<file path="config.mk">
export PLATFORM = sky130hd
export DESIGN_NAME = fifo_stage_ctrl
export DESIGN_NICKNAME = d
export VERILOG_FILES = /design/src/rtl/fifo_stage_ctrl.sv
export SDC_FILE = /design/constraint.sdc
export NUM_CORES = 1
export LEC_CHECK = 0
export CAP_MARGIN = 20
export CORE_MARGIN = 8
export CORE_UTILIZATION = 45
export CTS_CLUSTER_SIZE = 40
export DETAILED_ROUTE_END_ITERATION = 8
export PLACE_DENSITY = 0.72
export SLEW_MARGIN = 20
export SYNTH_ARGS = -nofsm -noshare
export SYNTH_HDL_FRONTEND = slang
export SYNTH_SLANG_ARGS = --single-unit
</file>
<file path="constraint.sdc">
create_clock -name clock -period 2.5 [get_ports clock]
set_input_delay 0.25 -clock clock [delete_from_list [all_inputs] [get_ports clock]]
set_output_delay 0.25 -clock clock [all_outputs]
set_load 0.01 [all_outputs]
</file>
<file path="src/rtl/fifo_stage_ctrl.sv">
// rtl/fifo_stage_ctrl.sv - credit-guarded sequencer between an upstream FIFO, a fixed-latency datapath and a downstream FIFO
module fifo_stage_ctrl #(
  parameter int FRAME_PIXELS   = 8,
  parameter int PIPE_LATENCY   = 3,
  parameter int OUT_FIFO_DEPTH = 4,
  localparam int CNT_W = $clog2(FRAME_PIXELS + 1),
  localparam int CRD_W = $clog2(OUT_FIFO_DEPTH + 1)
) (
  input  logic             clock,
  input  logic             reset,
  input  logic             start,
  input  logic             in_empty,
  output logic             in_rd_en,
  input  logic             out_full,
  output logic             out_wr_en,
  input  logic             credit_return,
  output logic             busy,
  output logic             done,
  output logic [CNT_W-1:0] pixel_count,
  output logic             credit_err
);

  localparam logic [1:0] S_IDLE  = 2'd0;
  localparam logic [1:0] S_RUN   = 2'd1;
  localparam logic [1:0] S_DRAIN = 2'd2;
  localparam logic [1:0] S_DONE  = 2'd3;

  localparam logic [CNT_W-1:0] FRAME_CNT = CNT_W'(FRAME_PIXELS);
  localparam logic [CNT_W-1:0] LAST_CNT  = CNT_W'(FRAME_PIXELS - 1);
  localparam logic [CRD_W-1:0] CRD_FULL  = CRD_W'(OUT_FIFO_DEPTH);

  logic [1:0]              state;
  logic [1:0]              state_nxt;
  logic [CNT_W-1:0]        issued;
  logic [CRD_W-1:0]        credits;
  logic [PIPE_LATENCY-1:0] valid_pipe;

  // Issue only while a downstream slot is reserved for the result, so
  // in-flight pixels can never overrun the output FIFO.
  assign in_rd_en  = (state == S_RUN) && !in_empty && (credits != '0) && (issued < FRAME_CNT);
  assign out_wr_en = valid_pipe[PIPE_LATENCY-1];

  always_comb begin
    state_nxt = state;
    case (state)
      S_IDLE:  if (start) state_nxt = S_RUN;
      S_RUN:   if (in_rd_en && (issued == LAST_CNT)) state_nxt = S_DRAIN;
      S_DRAIN: if (pixel_count == FRAME_CNT) state_nxt = S_DONE;
      S_DONE:  state_nxt = S_IDLE;
      default: state_nxt = S_IDLE;
    endcase
  end

  always_ff @(posedge clock) begin
    if (reset) begin
      state       <= S_IDLE;
      issued      <= '0;
      pixel_count <= '0;
      credits     <= CRD_FULL;
      valid_pipe  <= '0;
      busy        <= 1'b0;
      done        <= 1'b0;
      credit_err  <= 1'b0;
    end else begin
      state      <= state_nxt;
      busy       <= (state_nxt == S_RUN) || (state_nxt == S_DRAIN);
      done       <= (state_nxt == S_DONE);
      valid_pipe <= (valid_pipe << 1) | PIPE_LATENCY'(in_rd_en);

      if ((state == S_IDLE) && start) begin
        issued      <= '0;
        pixel_count <= '0;
      end else begin
        if (in_rd_en) issued <= issued + 1'b1;
        if (out_wr_en && (pixel_count != FRAME_CNT)) pixel_count <= pixel_count + 1'b1;
      end

      // A return with no outstanding words means the consumer and this
      // block disagree about FIFO occupancy; flag it rather than overflow.
      if (in_rd_en && !credit_return) begin
        credits <= credits - 1'b1;
      end else if (!in_rd_en && credit_return) begin
        if (credits == CRD_FULL) credit_err <= 1'b1;
        else                     credits    <= credits + 1'b1;
      end

      if (out_wr_en && out_full) credit_err <= 1'b1;
    end
  end

endmodule

</file>
; Word-level counts from Yosys, hierarchy flattened
; Index checks and enable logic that the tools add are counted.
[op_classes]
mux = 11
n_bitwise = 1
n_addsub = 4
order_cmp = 1
n_eq_ne = 12
reduce_logical = 21
[ops]
columns = operator, n
row1 = logical AND 1 bit, 9
row2 = 2-to-1 mux 3 bit, 3
row3 = "adder 4 x 1 -> 4 bit, second input constant", 2
row4 = "equality test 2 bit, second input constant", 4
row5 = case mux 2 bit (4 select lines), 1
row6 = 2-to-1 mux 2 bit, 3
row7 = nonzero test 2 bit, 3
row8 = "equality test 2 x 1 -> 1 bit, second input constant", 2
row9 = "equality test 4 x 3 -> 1 bit, second input constant", 1
row10 = "equality test 4 bit, second input constant", 1
row11 = "< comparator 4 bit, second input constant", 1
row12 = 2-to-1 mux 1 bit, 4
row13 = "inequality test 4 bit, second input constant", 1
row14 = "adder 3 x 1 -> 3 bit, second input constant", 1
row15 = "equality test 3 bit, second input constant", 1
row16 = zero test 1 bit, 3
row17 = OR 3 x 1 -> 3 bit, 1
row18 = AND reduction 3 bit, 1
row19 = nonzero test 3 bit, 1
row20 = "subtractor 3 x 1 -> 3 bit, second input constant", 1
row21 = zero test 2 bit, 1
row22 = "inequality test 2 x 1 -> 1 bit, second input constant", 1
row23 = "inequality test 2 bit, second input constant", 1
row24 = AND reduction 2 bit, 1
row25 = 2 further kinds, 2
[totals]
elab_cells = 58
reg_bits = 19
inputBits = 6

; Logic depth before layout (Yosys ltp)
; Gate-level depths: netlist of the first run.
[depth]
depth_word = 9
ltp_mapped = 9
mapped_depth_nobuf = 9

; Worst setup path before layout of the first run
; No wires, ideal clock.
[synth_timing]
path_type = flip-flop to flip-flop
start = register state[1]
end = register credits[2]
path_buffers = 0
period_less_slack_ns = 2.510
arrival_ns = 2.383
required_time_ns = 2.373
slack_ns = -0.010
stages_incl_launch_ff = 10
path_cell_list = dfxtp_1 -> nor4b_1 -> nand2_1 -> inv_1 -> ha_1 -> inv_1 -> fa_1 -> xor2_1 -> o31a_1 -> or3_1
[synth_via]
elab_chain_cells = 8
elab_cells_between_ends = 11
classes_between = eq/ne (2) / mux (1) / reduce/logical (8)
[synth_rtl]
columns = item, line
row1 = start: declaration, 32  ; logic [1:0] state;
row2 = start signal: assignment, 65  ; state <= state_nxt;
row3 = equality test 2 x 1 -> 1 bit (*), 40  ; assign in_rd_en = (state == S_RUN) && !in_empty && (credits != '0) && (issued < FRAME_CNT);
row4 = logical AND 1 bit (*) (3 in series), 40
row5 = net in_rd_en, 13  ; output logic in_rd_en,
row6 = zero test 1 bit, 82  ; end else if (!in_rd_en && credit_return) begin
row7 = logical AND 1 bit, 82
row8 = nonzero test 2 bit (no source line), --
row9 = AND reduction 2 bit (no source line), --
row10 = end signal: assignment, 81  ; credits <= credits - 1'b1;
row11 = end signal: assignment, 84  ; else credits <= credits + 1'b1;
row12 = end: declaration, 35  ; logic [CRD_W-1:0] credits;
; Mark *: on every way through the listed nets, which the timed path passes. The rest lies on a longest branch.
; A chain may end at the register's enable or synchronous reset.

; Worst setup path in the final report of the first run
[layout_timing]
start = register state[1]
end = register credits[2]
[layout_via]
elab_chain_cells = 8
elab_cells_between_ends = 11
classes_between = eq/ne (2) / mux (1) / reduce/logical (8)
[layout_rtl]
columns = item, line
row1 = equality test 2 x 1 -> 1 bit (*), 40
row2 = logical AND 1 bit (*) (3 in series), 40
row3 = zero test 1 bit, 82
row4 = logical AND 1 bit, 82
row5 = nonzero test 2 bit (no source line), --
row6 = AND reduction 2 bit (no source line), --
; Every way passes the cells marked *; elsewhere a longest branch is shown, timed or not.

==> results of run 1 <==
## synthesized netlist by cell type
master     n
a31oi_1    1
a21o_1     1
or4b_4     1
nor2b_1    5
o21ai_0    5
o31a_1     1
ha_1       6
and3_1     1
nand4_1    2
nor4b_1    2
nand3_1    3
nor2_1     6
and3b_1    1
nor3b_1    1
or4_1      2
a21oi_1    9
a221oi_1   1
fa_1       1
o31ai_1    1
nand2_1    4
clkbuf_1   1
or2b_1     1
or3_2      1
o22a_2     1
nor3_1     2
inv_1     10
or3_1      4
dfxtp_1   19
xor2_1     2
nand3b_1   1
## how the worst max path moves through the flow
stage	start	end	slack, ns	cells past startpoint
2_1_floorplan	issued[3]$_SDFFE_PP0P_	credits[2]$_SDFFE_PP1P_	0.15	9
3_3_place_gp	in_empty	credits[2]$_SDFFE_PP1P_	-0.003	10
3_5_place_dp	in_empty	credits[2]$_SDFFE_PP1P_	-0.09	10
4_1_cts	state[1]$_SDFF_PP0_	credits[2]$_SDFFE_PP1P_	0.21	9
5_1_grt	state[0]$_SDFF_PP0_	credits[2]$_SDFFE_PP1P_	0.07	9
6_report	state[1]$_SDFF_PP0_	credits[2]$_SDFFE_PP1P_	0.24	9
## state kept, by name, indices dropped and copies added (netlist names)
register     cells
issued           4
pixel_count      4
credits          3
valid_pipe       3
state            2
busy             1
credit_err       1
done             1
## critical path: cells and delay by family, from the launching register on
family / cells / cell delay, ns
buffers and inverters: 2 / 0.15
adder cells (fa/ha/maj): 2 / 0.54
XOR/XNOR: 1 / 0.16
flip-flops: 1 / 0.37
AND/OR/NAND/NOR: 3 / 0.71
AO/OA/AOI/OAI: 1 / 0.23
## placed cells by master, fill, tap and decap left out, drive strengths merged, types with 5 or more instances in the layout
cell type	count
inv	10
clkdlybuf4s50	14
a21oi	9
dfxtp	19
nor2	6
o21ai	5
or3	5
buf	5
ha	6
nor2b	5
## routing by layer
| layer | track usage (%) | wire, µm | vias up |
|---|---|---|---|
| met5 | 0 | 0 | - |
| met4 | 6.12 | 35 | 0 |
| met3 | 2.58 | 70 | 4 |
| met2 | 19.8 | 884 | 16 |
| met1 | 12.3 | 781 | 344 |
| li1 | - | - | 382 |
## final cells by class
class / instances / share of cell area (%)
Inverter: 10 / 3.36
Multi-Input combinational cell: 66 / 41.3
Clock buffer: 4 / 2.35
Sequential cell: 19 / 34.1
Tap cell: 27 / 3.03
Timing Repair Buffer: 19 / 15.9
## where the power goes
group	switching [mW]	internal [mW]	total [mW]
sequential	0.00532	0.310	0.315
clock	0.0907	0.0621	0.153
combinational	0.0274	0.0330	0.0604
## through the flow
step | TNS, ns | power, mW | instances | util [%] | instance area, µm²
after CTS | 0 | 0.537 | 145 | 58.7 | 1120
after global placement | -0.00337 | 0.382 | 141 | 57.3 | 1090
final | 0 | 0.528 | 145 | 58.7 | 1120
after global routing | 0 | 0.555 | 145 | 58.7 | 1120
after floorplan | 0 | 0.351 | 96 | - | 882
after detailed placement | -0.0864 | 0.383 | 141 | 57.3 | 1090
## cell families after synthesis
group / Yosys count / synth area share (%)
AND/OR/NAND/NOR: 37 / 25.4
XOR/XNOR: 2 / 2.00
buffers and inverters: 11 / 4.71
flip-flops: 19 / 43.4
AO/OA/AOI/OAI: 20 / 13.6
adder cells (fa/ha/maj): 7 / 10.9
==> run_results.csv, run 1 <==
group,metric,value,unit
routing,wl_per_cell,12.2,µm
worst_setup_path,slowest_stage,"dfxtp_1",
clocking,cts.sinks,19,
layout,ff_latch_area,380,µm²
timing,rsz0062_at_grt,"false",
clocking,numCtsBuffers,3,
min_path,hold_start,"valid_pipe[0]$_SDFF_PP0_",
grt,grt_use_total,11.4,%
die,rows,16,
synth,yosysWarnings,0,
synth,avgSynthCellArea,9.12,µm²
layout,layout-drive-gt1-share,10.2,%
clocking,clock_latency,0.30,ns
timing,holdWs,0.457,ns
layout,synthToLayoutAreaGrowth,27.4,%
synth,yosys-top-cells-area,"dfxtp_1 (43%), ha_1 (8.6%), a21oi_1 (5.1%)",
timing,relSlewSlack,56.8,%
worst_setup_path,r2r.worst_path.cells,9,
worst_setup_path,required,2.69,ns
die,die_area,3610,µm²
worst_setup_path,crit_top_cell,"inv_1",
routing,via_per_inst,5.14,
routing,antenna_left,0,
clocking,postCtsHoldBufs,0,
routing,via_count,746,
layout,nFillCells,171,
grt,grt_max_degree,13,
run,maxCapViolCount,0,
clocking,cts_tree,"built",
timing,finalCritPeriodShare,90.4,%
layout,multi_input_area,460,µm²
clocking,cts-root-buf,"clkbuf_4",
min_path,hold_class,"flip-flop to flip-flop",
worst_setup_path,start_kind,"flip-flop",
run_status,status,"finished clean",
layout,diodes,0,
worst_setup_path,r2r-end,"credits[2]$_SDFFE_PP1P_",
synth,syn_area,876,µm²
pwr,power.density,473,nW/µm²
timing,tightest_slew,0.639,ns
timing,hold_viol_final,0,
grt,gr-total-overflow,0,
worst_setup_path,r2r-start,"state[1]$_SDFF_PP0_",
timing,layout_min_cycle_time,2.26,ns
grt,grt_pass1_vias,745,
grt,grt_pass1_wl,3080,µm
die,initial_core_util,46.1,%
worst_setup_path,crit_chain,"nor4b_2 -> nand2_1 -> inv_1 -> ha_1 -> inv_1 -> fa_1 -> xor2_1 -> o31a_1 -> or3_1",
clocking,cts_buffer_depth,2,
clocking,htreeDepth,1,
timing,fin_worst_skew,0.00598,ns
place,pre_cts_ws,-0.0864,ns
routing,dr.first_iter.drc_count,17,
worst_setup_path,path_class,"flip-flop to flip-flop",
clocking,cts.repair.resized,0,
pwr,p_leak,0.417,nW
min_path,whs_path_depth,1,
synth,synth-seq-cells,19,
clocking,cts_setup_buffers,0,
routing,drc,0,
worst_setup_path,critPathMaxFanout,5,
worst_setup_path,cp.arrival,2.45,ns
timing,fmax,442,MHz
synth,synth_seq_area_share,43.4,%
place,io_buffers,14,
synth,syn_inst,96,
worst_setup_path,end_kind,"flip-flop",
place,dpl.hpwl,1410,µm
synth,synth_fp_nets,109,
routing,drt_wl_total,1770,µm
timing,finalSetupViolCount,0,
synth,ys_types,30,
timing,slew_viol_final,0,
die,design.core.area,1900,µm²
worst_setup_path,r2r_slack,0.24,ns
die,chipWidth,60.1,µm
pwr,ir_drop,0.410,mV
min_path,min_to,"valid_pipe[1]$_SDFF_PP0_",
synth,synth.top_cell.area_share,43.4,%
clocking,clk_pin_slew,0.10,ns
routing,firstDrtPassIters,4,
worst_setup_path,max_stage_delay,0.37,ns
synth,synth_area_leader_cell,"dfxtp_1",
die,die_h,60.1,µm
timing,worst_slack,0.240,ns
place,gp_congestion,0.769,
layout,layout.nets,132,
die,ios,15,
grt,antenna_found_initial,0,
Power figures use the tool's default switching activity.
==> run 2, diff against run 1 <==
--- a/config.mk
+++ b/config.mk
@@ -6,12 +6,11 @@
 export NUM_CORES = 1
 export LEC_CHECK = 0
 export CAP_MARGIN = 20
-export CORE_MARGIN = 8
 export CORE_UTILIZATION = 45
 export CTS_CLUSTER_SIZE = 40
 export DETAILED_ROUTE_END_ITERATION = 8
+export GPL_ROUTABILITY_DRIVEN = 1
 export PLACE_DENSITY = 0.72
-export SLEW_MARGIN = 20
 export SYNTH_ARGS = -nofsm -noshare
 export SYNTH_HDL_FRONTEND = slang
 export SYNTH_SLANG_ARGS = --single-unit
==> run_results.csv, run 2 (same netlist as run 1, synthesis figures left out) <==
group,metric,value,unit
place,gp_congestion,0.762,
timing,rsz0062_at_grt,"false",
worst_setup_path,r2r_slack,0.24,ns
worst_setup_path,critPathMaxFanout,2,
grt,grt_pass1_vias,663,
routing,drc,0,
run_status,status,"finished clean",
place,dpl.hpwl,1220,µm
min_path,hold_class,"flip-flop to flip-flop",
die,die_h,46.1,µm
routing,dr.first_iter.drc_count,4,
timing,holdWs,0.454,ns
layout,final_cell_area,1110,µm²
layout,final_cell_mix,"dfxtp_1 (19), clkdlybuf4s50_1 (14), inv_1 (10)",
timing,slew_viol_final,0,
timing,finalSetupViolCount,0,
routing,wl_per_cell,10.9,µm
die,die_area,2130,µm²
run,maxCapViolCount,0,
worst_setup_path,end_kind,"flip-flop",
clocking,clock_latency,0.29,ns
die,initial_core_util,49.1,%
clocking,clk_pin_slew,0.10,ns
worst_setup_path,required,2.68,ns
layout,layout-drive-gt1-share,11.0,%
clocking,htreeDepth,1,
worst_setup_path,cp.arrival,2.45,ns
layout,diodes,0,
routing,firstDrtPassIters,4,
clocking,cts_setup_buffers,0,
clocking,cts_tree,"built",
routing,via_count,739,
die,ios,15,
clocking,cts.repair.resized,0,
timing,layout_min_cycle_time,2.26,ns
routing,antenna_left,0,
timing,setup_tns,0,ns
timing,relSlewSlack,60.8,%
pwr,ir_drop,0.326,mV
pwr,p_total,524,µW
clocking,cts_buffer_depth,2,
clocking,postCtsHoldBufs,0,
layout,nFillCells,162,
grt,gr-total-overflow,0,
routing,via_per_inst,5.17,
die,design.core.area,1780,µm²
clocking,cts.sinks,19,
place,place_area,1090,µm²
clocking,numCtsBuffers,3,
pwr,power.density,470,nW/µm²
grt,grt_max_degree,13,
timing,hold_viol_final,0,
layout,largest_registers,"issued x4, pixel_count x4",
grt,antenna_found_initial,0,
die,rows,15,
timing,tightest_slew,0.580,ns
grt,grt_pass1_wl,2690,µm
worst_setup_path,path_class,"input port to flip-flop",
routing,drt_wl_total,1560,µm
clocking,cts-root-buf,"clkbuf_4",
timing,finalCritPeriodShare,90.5,%
timing,fin_worst_skew,0.000740,ns
die,chipWidth,46.1,µm
place,io_buffers,14,
worst_setup_path,start_kind,"input port",
layout,layout_commonest_cell,"dfxtp_1",
layout,synthToLayoutAreaGrowth,27.3,%
grt,grt_use_total,18.0,%
layout,layout.nets,132,
pwr,p_leak,0.420,nW
timing,fmax,442,MHz
-- run 2: layout make-up --
| cell class | instances | area [µm²] | area share, % |
|---|---|---|---|
| multi-input combinational | 66 | 460 | 41.3 |
| sequential | 19 | 380 | 34.1 |
| timing repair buffer | 19 | 178 | 15.9 |
| inverter | 10 | 37.5 | 3.37 |
| tap | 25 | 31.3 | 2.81 |
| clock buffer | 3 | 22.5 | 2.02 |
| clock inverter | 1 | 5.00 | 0.449 |
-- run 2: per-layer routing --
metal / vias up / track usage [%] / wire, µm
li1: 382 / - / -
met1: 337 / 22.2 / 748
met2: 16 / 28.5 / 704
met3: 4 / 3.92 / 69
met4: 0 / 10.6 / 40
met5: - / 0 / 0
-- run 2: power breakdown --
group          leakage (nW)  internal (mW)  switching [mW]
Sequential            0.154          0.310         0.00502
Clock                0.0177         0.0595          0.0898
Combinational         0.248         0.0332          0.0268
-- run 2: metrics by stage --
| step | std cells | setup slack, ns | utilization [%] |
|---|---|---|---|
| after floorplan | 96 | 0.148 | - |
| after global placement | 139 | -0.0119 | 61.0 |
| after detailed placement | 139 | -0.0752 | 61.0 |
| after CTS | 143 | 0.222 | 62.5 |
| after global routing | 143 | 0.0833 | 62.5 |
| final | 143 | 0.237 | 62.5 |
-- run 2: worst paths after layout --
kind / startpoint / end / depth (start not counted)
max: in_empty / credits[2]$_SDFFE_PP1P_ / 10
min: valid_pipe[1]$_SDFF_PP0_ / valid_pipe[2]$_SDFF_PP0_ / 1
max reg2reg: state[1]$_SDFF_PP0_ / credits[2]$_SDFFE_PP1P_ / 9
min reg2reg: valid_pipe[1]$_SDFF_PP0_ / valid_pipe[2]$_SDFF_PP0_ / 1
-- run 2: critical path, stage by stage --
cell,delay (ns)
clkdlybuf4s50_1,0.44
nor4b_2,0.26
nand2_1,0.12
inv_1,0.09
ha_1,0.17
inv_1,0.06
fa_1,0.37
xor2_1,0.17
o31a_1,0.23
or3_1,0.30
